--- src/rtl/pcs_pkg.sv ---
// Shared PCS types and constants: timer channel status encoding,
// standard EEE/LPI timer durations and their channel slots in the timer bank.
package pcs_pkg;

   typedef enum logic [1:0] {
      TIMER_IDLE    = 2'b00,
      TIMER_RUNNING = 2'b01,
      TIMER_DONE    = 2'b10
   } timer_state_t;

   // Durations in 8 ns PCS ticks
   localparam int unsigned TQ_TIMER_VALUE = 2_750_000;
   localparam int unsigned TW_TIMER_VALUE = 1_375;
   localparam int unsigned WF_TIMER_VALUE = 125_000;

   localparam int unsigned TMR_TQ = 0;
   localparam int unsigned TMR_TW = 1;
   localparam int unsigned TMR_WF = 2;

endpackage

--- src/rtl/pcs_timer_channel.sv ---
// One down-count timer channel: IDLE/RUNNING/DONE FSM plus remaining-count register,
// one-shot or auto-reload, counting only on cycles where the shared tick is high.
module pcs_timer_channel
   import pcs_pkg::*;
#(
   parameter int CNT_W = 22
) (
   input  logic             clk,
   input  logic             reset,
   input  logic             tick,
   input  logic             start,
   input  logic             stop,
   input  logic             auto_reload,
   input  logic [CNT_W-1:0] duration,
   output logic [1:0]       state,
   output logic             timer_done,
   output logic             done_pulse,
   output logic [CNT_W-1:0] count
);

   // start and stop are single-cycle strobes sampled at the clock edge;
   // start beats stop, and both beat a coinciding expiry (which then emits no pulse).
   timer_state_t     state_q, state_d;
   logic [CNT_W-1:0] count_q, count_d;
   logic             mode_q, mode_d;
   logic             pulse_q, pulse_d;

   always_ff @(posedge clk or posedge reset) begin
      if (reset) begin
         state_q <= TIMER_IDLE;
         count_q <= '0;
         mode_q  <= 1'b0;
         pulse_q <= 1'b0;
      end else begin
         state_q <= state_d;
         count_q <= count_d;
         mode_q  <= mode_d;
         pulse_q <= pulse_d;
      end
   end

   always_comb begin
      state_d = state_q;
      count_d = count_q;
      mode_d  = mode_q;
      pulse_d = 1'b0;
      if (start) begin
         mode_d = auto_reload;
         if (duration == '0) begin
            state_d = TIMER_DONE;
            count_d = '0;
            pulse_d = 1'b1;
         end else begin
            state_d = TIMER_RUNNING;
            count_d = duration;
         end
      end else if (stop) begin
         state_d = TIMER_IDLE;
         count_d = '0;
      end else begin
         case (state_q)
            TIMER_IDLE: ;
            TIMER_RUNNING: begin
               if (tick) begin
                  if (count_q > CNT_W'(1)) begin
                     count_d = count_q - CNT_W'(1);
                  end else begin
                     pulse_d = 1'b1;
                     // A periodic channel whose reload value is zero parks in DONE
                     if (mode_q && (duration != '0)) begin
                        count_d = duration;
                     end else begin
                        count_d = '0;
                        state_d = TIMER_DONE;
                     end
                  end
               end
            end
            TIMER_DONE: ;
            default: begin
               state_d = TIMER_IDLE;
               count_d = '0;
            end
         endcase
      end
   end

   always_comb begin
      state      = state_q;
      timer_done = (state_q == TIMER_DONE);
      done_pulse = pulse_q;
      count      = count_q;
   end

endmodule

--- src/rtl/pcs_timer_bank.sv ---
// Bank of NUM_TIMERS independent PCS timer channels sharing one tick enable;
// per-channel controls and status are packed side by side, channel 0 in the low bits.
module pcs_timer_bank
   import pcs_pkg::*;
#(
   parameter int NUM_TIMERS = 3,
   parameter int CNT_W      = 22
) (
   input  logic                        clk,
   input  logic                        reset,
   input  logic                        tick,
   input  logic [NUM_TIMERS-1:0]       start,
   input  logic [NUM_TIMERS-1:0]       stop,
   input  logic [NUM_TIMERS-1:0]       auto_reload,
   input  logic [NUM_TIMERS*CNT_W-1:0] duration,
   output logic [NUM_TIMERS*2-1:0]     timer_state,
   output logic [NUM_TIMERS-1:0]       timer_done,
   output logic [NUM_TIMERS-1:0]       done_pulse,
   output logic [NUM_TIMERS*CNT_W-1:0] count
);

   for (genvar i = 0; i < NUM_TIMERS; i++) begin : g_ch
      pcs_timer_channel #(
         .CNT_W(CNT_W)
      ) u_ch (
         .clk        (clk),
         .reset      (reset),
         .tick       (tick),
         .start      (start[i]),
         .stop       (stop[i]),
         .auto_reload(auto_reload[i]),
         .duration   (duration[i*CNT_W +: CNT_W]),
         .state      (timer_state[i*2 +: 2]),
         .timer_done (timer_done[i]),
         .done_pulse (done_pulse[i]),
         .count      (count[i*CNT_W +: CNT_W])
      );
   end

endmodule

--- config.mk ---
export PLATFORM = sky130hd
export DESIGN_NAME = pcs_timer_bank
export DESIGN_NICKNAME = d
export VERILOG_FILES = /design/src/rtl/pcs_pkg.sv /design/src/rtl/pcs_timer_channel.sv /design/src/rtl/pcs_timer_bank.sv
export SDC_FILE = /design/constraint.sdc
export NUM_CORES = 1
export LEC_CHECK = 0
export CAP_MARGIN = 20
export CORE_MARGIN = 2
export CORE_UTILIZATION = 36
export DETAILED_ROUTE_END_ITERATION = 8
export GPL_TIMING_DRIVEN = 0
export SLEW_MARGIN = 20
export SYNTH_ARGS = -nofsm -noshare
export SYNTH_HDL_FRONTEND = slang
export SYNTH_SLANG_ARGS = --single-unit
--- constraint.sdc ---
create_clock -name clk -period 3.6 [get_ports clk]
set_input_delay 0.72 -clock clk [delete_from_list [all_inputs] [get_ports clk]]
set_output_delay 0.72 -clock clk [all_outputs]
set_load 0.01 [all_outputs]
==> results.py <==
metrics = {
    "critical_path": {
        "critPathSlowestCell": "nor4_1",
        "worstReg2RegStart": "g_ch[1].u_ch.count[17]",
        "path_cells": "clkdlybuf4s50_1 > nor4_1 > nand4_1 > nor4_1 > nor3_1 > buf_2 > a221o_1",
        "cpMostUsedCell": "nor4_1",
        "arrival_ns": 3.59,
        "critPathLaunchType": "input pin",
        "cp_max_fo": 10,
        "crit_type": "input pin to flip-flop",
        "cp-end-kind": "flip-flop",
        "crit_required_ns": 3.83,
        "cpPeakStageDelay_ns": 0.83,
        "crit_start": "duration[47]",
    },
    "clock_network": {
        "cts.path.max_buffers": 2,
        "hold_buffers": 0,
        "cts_resized": 0,
        "cts_buffers": 9,
        "cts_tree": "yes",
        "clk_pin_slew_ns": 0.06,
        "cts_root_buffer": "clkbuf_16",
        "cts_setup_buffers": 0,
        "h-tree-depth": 3,
        "clock_sinks": 78,
        "worstSkewPairLatency_ns": 0.34,
    },
    "drt": {
        "avgRoutedWirePerCell_um": 19.4,
        "routed_wl_um": 19000,
        "drc": 0,
        "vias": 5963,
        "ant_nets": 0,
        "drt_iter0_markers": 659,
        "viasPerCell": 6.07,
        "dr.pass1.iters": 5,
    },
    "grt": {
        "track_usage_pct": 24.0,
        "grt_pass1_wl_um": 30200,
        "grt_pass1_vias": 5505,
        "antenna_found_initial": 0,
        "grt_start_max_net_pins": 51,
        "grt_overflow": 0,
    },
    "final_layout": {
        "syn_to_final_growth_pct": 41.1,
        "nFillCells": 1332,
        "drive_gt1_share_pct": 6.01,
        "fin_nets": 878,
        "multi_input_area_mm2": 0.00306,
        "stdcell_count": 983,
        "antennaDiodeCount": 0,
        "regArea_mm2": 0.00195,
    },
    "floorplan": {
        "die_h_um": 124,
        "die_x_um": 124,
        "core_area_mm2": 0.0144,
        "rows": 44,
        "initial_utilization_pct": 36.4,
        "die_area_mm2": 0.0155,
        "ios": 156,
    },
    "timing": {
        "maxSlewViolCount": 0,
        "worst_pin_slew_ns": 1.07,
        "slew_headroom_pct": 28.3,
        "finalSetupViolations": 0,
        "timing.hold.ws_ns": 0.549,
        "post-route-period-util_pct": 93.4,
        "maxClockFrequency_mhz": 297,
        "rsz0062_at_grt": "false",
        "fin_skew_ns": 0.00565,
        "finalHoldViolCount": 0,
        "min_period_ns": 3.36,
    },
    "hold_path": {
        "hp-class": "flip-flop to flip-flop",
        "min_from": "g_ch[0].u_ch.count[14]",
    },
    "logic_synthesis": {
        "synth.top_cell.area_share_pct": 37.4,
        "synthesis.area_mm2": 0.00523,
        "ys.flop_type": "dfrtp_1",
        "yosysWarnings": 0,
        "synth_area_leader_cell": "dfrtp_1",
        "synth_edf_count": 0,
        "yosys-top-cells-area": "dfrtp_1, nor2_1, o21ai_0",
        "yosys_register_bits": 78,
        "ys_seq_area_share_pct": 37.4,
        "avgSynthCellArea_um2": 8.32,
        "synth_nets": 712,
        "synth_cell_types": 62,
        "async_flop_share_pct": 100,
        "syn_inst": 628,
    },
    "place": {
        "dp_cells": 967,
        "gp_congestion": 0.924,
        "portBuffers": 154,
        "hpwl_um": 14300,
    },
    "job": {
        "max_cap_viol_count": 0,
    },
    "pwr": {
        "pwr_density_cell_mw_per_mm2": 406,
        "peakVddDrop_v": 0.000169,
        "p_leak_nw": 2.88,
        "power.total_mw": 2.99,
    },
    "run_status": {
        "outcome": "finished clean",
    },
}
path summary, 6_finish.rpt:
path | end | slack [ns] | cells past startpoint
worst min-delay path | g_ch[0].u_ch.count[14] | 0.55 | 2
worst min register to register | g_ch[0].u_ch.count[14] | 0.55 | 2
worst max register to register | g_ch[1].u_ch.count[1] | 0.73 | 6
worst max-delay path | g_ch[2].u_ch.count[5] | 0.24 | 7
min in group asynchronous | g_ch[2].u_ch.count[21] | 0.72 | 2
max in group asynchronous | g_ch[0].u_ch.count[10] | 2.29 | 3
worst max-delay path: cells and delay by family:
family	cells	cell delay (ns)
buf+inv	2	0.75
compound gates	1	0.37
simple gates	4	1.75
cell usage in the layout, fill, tap and decap left out, types with 10 or more instances in the layout:
cell type	count
nand3_1	17
a22oi_1	17
clkbuf_1	20
nor2_1	70
inv_1	16
nand2_1	53
a221o_1	22
o21ai_0	50
or4_1	10
a21oi_1	39
nor4_1	37
nor3_1	32
dfrtp_1	78
clkdlybuf4s50_1	154
a31oi_1	14
xnor2_1	13
metrics by stage:
stage          util (%)  setup TNS [ns]  worst slack (ns)  area, um2
2_1_floorplan         -               0             0.885       5230
3_3_place_gp       48.7          -47.33            -0.612       7000
3_5_place_dp       48.9               0           0.00219       7030
4_1_cts            51.3               0             0.376       7370
5_1_grt            51.3               0             0.100       7370
6_report           51.3               0             0.236       7370
layer usage:
metal	wire (um)	track usage, %
met3	1520	5.24
met1	8450	33.7
met5	0	0
met4	299	5.88
met2	8780	37.8
logic make-up (layout without fill, tap and decap cells):
logic type / count (synthesis) / in the layout / share of synthesized area, %
compound gates: 200 / 200 / 26.3
xor+xnor: 22 / 22 / 3.69
simple gates: 271 / 271 / 26.9
flops: 78 / 78 / 37.4
buf+inv: 51 / 222 / 4.29
fa+ha+maj: 6 / 6 / 1.44
synth_stat cells, types with 6 or more instances:
master    number
o21ai_0       50
dfrtp_1       78
a22oi_1       17
nor2_1        70
nor3_1        32
a21oi_1       39
nand3_1       17
or4_1         10
o31ai_1        7
a31oi_1       14
nand4_1        6
a221o_1       22
o211ai_1       9
nor4_1        37
or3_1          9
xor2_1         9
clkbuf_1      20
xnor2_1       13
nand2_1       53
inv_1         17
buf_4          7
ha_1           6
power by group:
| part | internal, mW | leakage [nW] | total (mW) | switching [mW] |
|---|---|---|---|---|
| clock network | 0.674 | 0.165 | 1.06 | 0.386 |
| logic | 0.409 | 1.73 | 0.828 | 0.420 |
| registers | 0.963 | 0.984 | 1.10 | 0.141 |
flip-flops by register name, summed over array words and instances (netlist names):
register and cells:
g_ch.u_ch.state 6, g_ch.u_ch.mode_q 3, g_ch.u_ch.count 66, g_ch.u_ch.done_pulse 3
layout make-up:
cell class	instances	area share (%)
inverter	17	0.900
timing repair buffer	155	21.3
sequential	78	26.5
multi-input combinational	499	41.5
buffer	34	2.17
clock inverter	7	1.53
tap	184	3.12
clock buffer	9	3.06
No activity file was read; power rests on OpenSTA's default activity.
